`src/rtl/ped_walk_sequencer_pkg.sv`:
```
// Shared definitions for the pedestrian walk sequencer: state encoding, FLASH
// length and tick-counter width, used by both the RTL and its bench.
package ped_walk_sequencer_pkg;

  typedef enum logic [2:0] {
    ST_CAR_GO     = 3'd0,
    ST_CAR_YELLOW = 3'd1,
    ST_ALL_RED    = 3'd2,
    ST_WALK       = 3'd3,
    ST_FLASH      = 3'd4
  } state_t;

  localparam int FLASH_T = 50;
  localparam int TCNT_W  = 7;

  // Terminal tcnt value for a dwell of the given number of ticks.
  function automatic logic [TCNT_W-1:0] last_tick(input int dwell);
    return TCNT_W'(dwell - 1);
  endfunction

endpackage

```
`src/rtl/ped_walk_sequencer_countdown_decode.sv`:
```
// FLASH-phase decode: seconds-remaining digit (4..0) and the 0.5 s on / 0.5 s off
// blink phase, both derived from the tenth-second counter.
module ped_countdown_decode (
  input  logic [6:0] tcnt,
  output logic [3:0] count_bcd,
  output logic       blink_on
);

  logic [6:0] w_units;

  always_comb begin
    count_bcd = 4'd0;
    if      (tcnt < 7'd10) count_bcd = 4'd4;
    else if (tcnt < 7'd20) count_bcd = 4'd3;
    else if (tcnt < 7'd30) count_bcd = 4'd2;
    else if (tcnt < 7'd40) count_bcd = 4'd1;
    w_units  = tcnt % 7'd10;
    blink_on = (w_units < 7'd5);
  end

endmodule

```
`src/rtl/ped_walk_sequencer.sv`:
```
// Pedestrian crossing sequencer: vehicle green/yellow/all-red, solid WALK, then
// a 5 s flashing DONT_WALK countdown; all outputs are Moore-decoded from registers.
module ped_walk_sequencer
  import ped_walk_sequencer_pkg::*;
#(
  parameter int MIN_GREEN = 100,
  parameter int YELLOW_T  = 30,
  parameter int ALLRED_T  = 10,
  parameter int WALK_T    = 50
) (
  input  logic       clk,
  input  logic       reset,
  input  logic       tick_10hz,
  input  logic       ped_req,
  output logic       car_green,
  output logic       car_yellow,
  output logic       car_red,
  output logic       walk,
  output logic       dont_walk,
  output logic [3:0] count_bcd,
  output logic       count_valid,
  output logic       ped_ack,
  output state_t     o_dbg_state,
  output logic [6:0] o_dbg_tcnt,
  output logic       o_dbg_req_pending
);

  state_t     r_state, w_state_nxt;
  logic [6:0] r_tcnt, w_tcnt_nxt;
  logic       r_req_pending, w_req_pending_nxt;
  logic       r_ped_ack, w_ped_ack_nxt;
  logic [6:0] w_dwell_last;
  logic       w_at_last;
  logic       w_fire;
  logic [3:0] w_bcd;
  logic       w_blink_on;

  always_ff @(posedge clk) begin
    if (reset) begin
      r_state       <= ST_CAR_GO;
      r_tcnt        <= 7'd0;
      r_req_pending <= 1'b0;
      r_ped_ack     <= 1'b0;
    end else begin
      r_state       <= w_state_nxt;
      r_tcnt        <= w_tcnt_nxt;
      r_req_pending <= w_req_pending_nxt;
      r_ped_ack     <= w_ped_ack_nxt;
    end
  end

  always_comb begin
    w_dwell_last = last_tick(MIN_GREEN);
    case (r_state)
      ST_CAR_GO:     w_dwell_last = last_tick(MIN_GREEN);
      ST_CAR_YELLOW: w_dwell_last = last_tick(YELLOW_T);
      ST_ALL_RED:    w_dwell_last = last_tick(ALLRED_T);
      ST_WALK:       w_dwell_last = last_tick(WALK_T);
      ST_FLASH:      w_dwell_last = last_tick(FLASH_T);
      default:       w_dwell_last = last_tick(MIN_GREEN);
    endcase
    w_at_last = (r_tcnt == w_dwell_last);
    // CAR_GO is the only state that waits for a request once its dwell is met.
    w_fire = tick_10hz && w_at_last && ((r_state != ST_CAR_GO) || r_req_pending);

    w_state_nxt = r_state;
    if (w_fire) begin
      case (r_state)
        ST_CAR_GO:     w_state_nxt = ST_CAR_YELLOW;
        ST_CAR_YELLOW: w_state_nxt = ST_ALL_RED;
        ST_ALL_RED:    w_state_nxt = ST_WALK;
        ST_WALK:       w_state_nxt = ST_FLASH;
        ST_FLASH:      w_state_nxt = ST_CAR_GO;
        default:       w_state_nxt = ST_CAR_GO;
      endcase
    end

    // Holding at the terminal value only ever happens in CAR_GO (saturation).
    w_tcnt_nxt = r_tcnt;
    if (w_fire)                      w_tcnt_nxt = 7'd0;
    else if (tick_10hz && !w_at_last) w_tcnt_nxt = r_tcnt + 7'd1;

    w_ped_ack_nxt     = w_fire && (r_state == ST_ALL_RED);
    w_req_pending_nxt = r_req_pending;
    if (w_ped_ack_nxt) w_req_pending_nxt = 1'b0;
    else if (ped_req)  w_req_pending_nxt = 1'b1;
  end

  ped_countdown_decode u_decode (
    .tcnt      (r_tcnt),
    .count_bcd (w_bcd),
    .blink_on  (w_blink_on)
  );

  always_comb begin
    car_green   = (r_state == ST_CAR_GO);
    car_yellow  = (r_state == ST_CAR_YELLOW);
    car_red     = !(car_green || car_yellow);
    walk        = (r_state == ST_WALK);
    count_valid = (r_state == ST_FLASH);
    count_bcd   = count_valid ? w_bcd : 4'd0;
    case (r_state)
      ST_WALK:  dont_walk = 1'b0;
      ST_FLASH: dont_walk = w_blink_on;
      default:  dont_walk = 1'b1;
    endcase
  end

  assign ped_ack           = r_ped_ack;
  assign o_dbg_state       = r_state;
  assign o_dbg_tcnt        = r_tcnt;
  assign o_dbg_req_pending = r_req_pending;

endmodule

```
`config.mk`:
```
export PLATFORM = sky130hd
export DESIGN_NAME = ped_walk_sequencer
export DESIGN_NICKNAME = d
export VERILOG_FILES = /design/src/rtl/ped_walk_sequencer_pkg.sv /design/src/rtl/ped_walk_sequencer_countdown_decode.sv /design/src/rtl/ped_walk_sequencer.sv
export SDC_FILE = /design/constraint.sdc
export NUM_CORES = 1
export LEC_CHECK = 0
export CAP_MARGIN = 0
export CORE_ASPECT_RATIO = 2
export CORE_MARGIN = 8
export CORE_UTILIZATION = 30
export CTS_BUF_LIST = sky130_fd_sc_hd__clkbuf_2
export CTS_CLUSTER_SIZE = 25
export DETAILED_ROUTE_END_ITERATION = 6
export PLACE_DENSITY_LB_ADDON = 0.2
export SYNTH_ARGS = -nofsm -noshare
export SYNTH_HDL_FRONTEND = slang
export SYNTH_HIERARCHICAL = 1
export SYNTH_SLANG_ARGS = --single-unit
```
`constraint.sdc`:
```
create_clock -name clk -period 3.1 [get_ports clk]
set_input_delay 0.62 -clock clk [delete_from_list [all_inputs] [get_ports clk]]
set_output_delay 0.62 -clock clk [all_outputs]
set_load 0.05 [all_outputs]
```
Word level (Yosys, flattened, before mapping)
Index checks and enable logic that the tools add are counted.
W data, S select, Z words.
Storage, ports and cells
  bits in registers: 12
  bits in latches: 0
  RAM bits: 0
  ROM bits: 0
  input port bits: 4
  output and inout bits: 22
  word-level logic and storage cells: 37
  memories kept: 0
Cells by class
  $add $sub $neg: 1
  $mul: 0
  div/mod/pow operators: 1
  magnitude comparators: 5
  eq/ne operators: 5
  shifts and indexed selects: 0
  mux-type cells: 8
  bitwise logic cells: 0
  reductions and logical operators: 13
Operator list (number)
  $pmux W7 S3: 1
  $mux W4: 4
  $lt A7 B5 Y1 const B: 2
  $pmux W3 S4: 1
  $add A7 B1 Y7 const B: 1
  $eq A7 B7 Y1: 1
  $lt A7 B3 Y1 const B: 1
  $lt A7 B4 Y1 const B: 1
  $lt A7 B6 Y1 const B: 1
  $mod A7 B4 Y7 const B: 1
  $eq A3 B2 Y1 const B: 2
  $reduce_or A2 Y1: 3
  $logic_and A1 B1 Y1: 4
  $eq A3 B1 Y1 const B: 1
  $eq A3 B3 Y1 const B: 1
  $logic_not A3 Y1: 1
  $reduce_bool A3 Y1: 1
  $logic_not A1 Y1: 2
  $logic_or A1 B1 Y1: 2
  $pmux W1 S2: 1
  $mux W1: 1

Logic depth before layout (Yosys ltp)
  depth in word-level cells: 8
  mapped depth: 8
  depth with buffers taken out: 7

Cells and area by module
Netlist, hierarchy kept.
By module, submodules not included
  ped_walk_sequencer: times used 1, cells an instance 103, area each 908.4 sq um, sequential area each 240.2 sq um
  ped_countdown_decode: times used 1, cells an instance 53, area each 370.4 sq um, sequential area each 0.0 sq um

Least setup slack after synthesis
OpenSTA, ideal clock, no wires.
  kind: reg-to-output
  start: register r_tcnt[5], in the netlist o_dbg_tcnt[5]
  end: output dont_walk
  data arrival time: 2.705 ns
  data required time: 2.480 ns
  slack: -0.225 ns
  stages on the path, launching flop included: 8
  path buffers: 0
  path through: dfxtp_1 -> nor2b_1 -> or3_1 -> a21oi_1 -> nor4b_1 -> a211oi_1 -> inv_1 -> a21oi_1
Between the ends
  cells in the longest elaborated chain, start to end: 3
Ends and longest elaborated chain
  from (decl): line ped_walk_sequencer.sv:29  | logic [6:0] r_tcnt, w_tcnt_nxt;
  from (signal assigned): line ped_walk_sequencer.sv:46  | r_tcnt <= w_tcnt_nxt;
  $mod A7 B4 Y7: line ped_walk_sequencer_countdown_decode.sv:17  | w_units = tcnt % 7'd10;
  $lt A7 B3 Y1: line ped_walk_sequencer_countdown_decode.sv:18  | blink_on = (w_units < 7'd5);
  named net w_blink_on: line ped_walk_sequencer.sv:36  | logic w_blink_on;
  $pmux W1 S2: line ped_walk_sequencer.sv:102  | case (r_state)
  to (decl): line ped_walk_sequencer.sv:19  | output logic dont_walk,
The timed path passes the listed nets, and every way through them passes these cells.

Worst setup path after layout
  start: register r_tcnt[3], in the netlist o_dbg_tcnt[3]
  end: output dont_walk
The elaborated chain is that of the path after synthesis.

==> PnR_summary.wiki <==
{| class="wikitable"
! Metric !! Value
|-
| RSZ-0062 raised after global routing || false
|-
| PwrDens || 264 mW/mm^2
|-
| Number of nets with antenna violations after routing || 0
|-
| DR iter-0 viols || 45
|-
| TritonCTS Buffers || 3
|-
| R2R Setup Slk || 1.01 ns
|-
| Buffer depth of the longest clock path || 2
|-
| Height of the die || 108 um
|-
| Share of final-layout standard cells stronger than drive strength 1 || 23.6%
|-
| Relative slew margins || 57.4%
|-
| Synth Cell Area || 0.00128 mm^2
|-
| Routability cong. || 0.936
|-
| DR WL/cell || 16.4 um
|-
| Clk pin slew, worst setup/hold paths || 0.14 ns
|-
| Final Util || 37.7%
|-
| Highest net fanout along the worst path || 12
|-
| First-pass DRT Iterations || 4
|-
| Crit-path leading delay family || compound AO/OA/AOI/OAI gates
|-
| I/O pin count || 26
|-
| Dpl cells || 226
|-
| Count of unique library cells instantiated by Yosys || 62
|-
| Worst flop-to-flop path endpoint || o_dbg_tcnt[2]$_SDFFE_PP0P_
|-
| Area used by sequential logic in the layout || 244 um^2
|-
| Largest net degree at the start of global routing || 19
|-
| Antenna violations before repair || 0
|-
| Residual DRC count || 0
|-
| Most used flip-flop cell after synthesis || dfxtp_1
|-
| Count of inserted antenna diode cells || 0
|-
| Post-layout net count || 184
|-
| Wire length of the first global-routing pass || 6000 um
|-
| DR vias/cell || 5.47
|-
| Worst path bufs/invs || 4
|-
| Combined area of the multi-input logic cells || 907 um^2
|-
| Number of enable-type register cells in the synthesized netlist || 0
|-
| Setup crit start kind || register
|-
| Slew @ Worst Pin || 0.639 ns
|-
| Max-slew violation total from the final report || 0
|-
| Minimum hold slack || 0.538 ns
|-
| Slowest-stage cell, CP || dfxtp_2
|-
| Length in cells of the worst reg-to-reg path || 5
|-
| Endpoint required time on the critical path || 2.48 ns
|-
| GRT Util Overall || 11.0%
|-
| Sequential cell area fraction in the yosys report || 18.8%
|-
| Fraction of post-synthesis cell area in the top cell type by area || 18.8%
|-
| Total count of hold-check failures in the final report || 0
|-
| Area of placed instances || 0.00152 mm^2
|-
| Status || completed
|-
| Number of global-route vias before repair || 1,254
|-
| Most frequent cell on the critical path || inv_1
|-
| Final cycle utilization of the critical path || 93.4%
|-
| Critical Path Sink || dont_walk
|-
| Arrival time reported for the critical path endpoint || 2.27 ns
|-
| TritonCTS sink count || 12
|-
| TritonCTS clock tree || done
|-
| Largest incremental delay on the critical path || 0.47 ns
|-
| Cell with the most instances after synthesis || nor2_1
|-
| Floorplan die area || 0.00673 mm^2
|-
| Std-Cell Core Area || 0.00409 mm^2
|-
| Number of instances in the synthesized netlist || 156
|-
| Fraction of registers with async set/reset || 0%
|-
| Final cell count without fillers || 230
|-
| Worst Setup Slack post-DPL || 0.375 ns
|-
| Final worst clock skew || 0.0148 ns
|-
| Kind of capture point of the worst setup path || output pin
|-
| Setup Crit Path Kind || register to output pin
|-
| Worst min-delay path startpoint || o_dbg_req_pending$_SDFFE_PP0P_
|-
| Max rail drop VDD || 0.132 mV
|-
| Total Routed Length || 3770 um
|-
| Root buffer cell || clkbuf_2
|-
| Setup_tns || 0 ns
|-
| Ys Warns || 6
|-
| Type of the worst min-delay path || register to register
|-
| Leading cell types by count after synthesis || 16 x nor2_1, 13 x a21oi_1, 12 x dfxtp_1
|-
| Via total after detailed routing || 1,257
|-
| Hold bufs inserted after CTS || 0
|-
| Total half-perimeter wirelength after legalization and detailed placement || 2930 um
|-
| Number of filler instances in the final layout || 429
|-
| Biggest area contributors in the synthesized netlist || dfxtp_1 19%, a21oi_1 5.1%, nor2_1 4.7%
|-
| Die width || 62.2 um
|-
| Chain of cells forming the critical path || buf_4 -> inv_1 -> o32ai_1 -> a221oi_2 -> nor4b_1 -> a211oi_1 -> inv_1 -> a21oi_2 -> buf_12
|-
| Register bit total from synthesis || 12
|-
| Levels on crit path || 9
|-
| Area growth from synthesis to layout || 20.5%
|-
| Crit path setup slack, layout || 0.206 ns
|-
| H-Tree Depth || 1
|-
| Port-buffer cells || 24
|-
| Cell type with the largest total area after synthesis || dfxtp_1
|-
| Worst reg2reg startpoint || o_dbg_tcnt[4]$_SDFFE_PP0P_
|-
| Syn Nets || 161
|-
| Minimum clock period || 2.89 ns
|-
| Final-report setup violation count || 0
|-
| Initial core utilization || 31.3%
|-
| Final Power || 0.406 mW
|-
| Total congestion overflow || 0
|-
| Reported max-cap violation count || 0
|-
| Number of standard-cell rows in the floorplan || 33
|-
| Avg Synthesized Cell Area || 8.20 um^2
|-
| Leak Pwr || 0.566 nW
|-
| Clock network latency to the later pin of the worst-skew pair || 0.28 ns
|-
| Max Fclk || 346 MHz
|-
| Final instance area || 0.00154 mm^2
|-
| CP Launch Point || o_dbg_tcnt[3]$_SDFFE_PP0P_
|}
[per-layer routing]
layer	GRT usage (%)	routed length [um]	vias up
met5	0	0	-
met4	8.24	137	0
met3	1.97	131	11
met2	21.0	2040	34
met1	10.0	1460	596
li1	-	-	616
[flip-flops by register name (all words and copies together), names as in the netlist]
name and flops:
ped_ack 1, o_dbg_tcnt 7, o_dbg_req_pending 1, o_dbg_state 3
[layout by cell type (no fill, tap or decap), drive strengths merged, types with 5 or more instances in the layout]
cell type	Yosys	final
nor3	9	9
nor2	16	16
or3	5	5
and3	5	5
o21ai	7	7
buf	7	10
nand2	8	8
a21oi	14	14
inv	5	5
dfxtp	12	12
clkdlybuf4s50	1	20
or2	5	5
nor2b	5	5
[kinds of logic (layout without fill, tap and decap cells)]
family / Yosys count / after routing / synth area share (%)
AOI/OAI and AO/OA: 46 / 46 / 29.8
xor gates and xnor gates: 5 / 5 / 3.43
adders and majority gates: 1 / 1 / 0.978
buffers and inverters: 17 / 39 / 10.6
DFF: 12 / 12 / 18.8
muxes: 2 / 2 / 1.57
other: 1 / 1 / 0.293
and+or+nand+nor: 72 / 72 / 34.5
[worst min-delay path by stage]
stage	to	slack (ns)	depth (start not counted)
after global placement	o_dbg_req_pending$_SDFFE_PP0P_	0.53	2
after CTS	o_dbg_req_pending$_SDFFE_PP0P_	0.54	2
after detailed placement	o_dbg_req_pending$_SDFFE_PP0P_	0.52	2
after floorplan	o_dbg_state[0]$_SDFFE_PP0P_	0.69	1
after global routing	o_dbg_req_pending$_SDFFE_PP0P_	0.58	2
final	o_dbg_req_pending$_SDFFE_PP0P_	0.54	2
[cell type report]
cell class              count  area share [%]
multi-input cells         127            58.8
repair buffers             30            18.7
flip-flops and latches     12            15.8
well taps                  52            4.22
inverters                   5            1.22
clock buffers               3           0.974
clock inverters             1           0.244
[worst register-to-register path, stage by stage, from the launching register on]
cell and delay [ns]:
dfxtp_1 0.75, o211ai_1 0.26, a22o_4 0.34, a221oi_4 0.40, or3_1 0.17, a21oi_1 0.06
[repair_timing]
item,4_1_cts,5_1_grt
gates resized for setup,0,3
buffers inserted,0,0
setup endpoints to repair,0,1
endpoints found under the hold margin,0,0
[report_power, final]
group	switching, mW	internal (mW)	leakage, nW	total (mW)
clock	0.0565	0.0280	0.0140	0.0845
sequential	0.0111	0.160	0.0991	0.171
combinational	0.0915	0.0592	0.453	0.151
(Power assumes the default switching activity.)
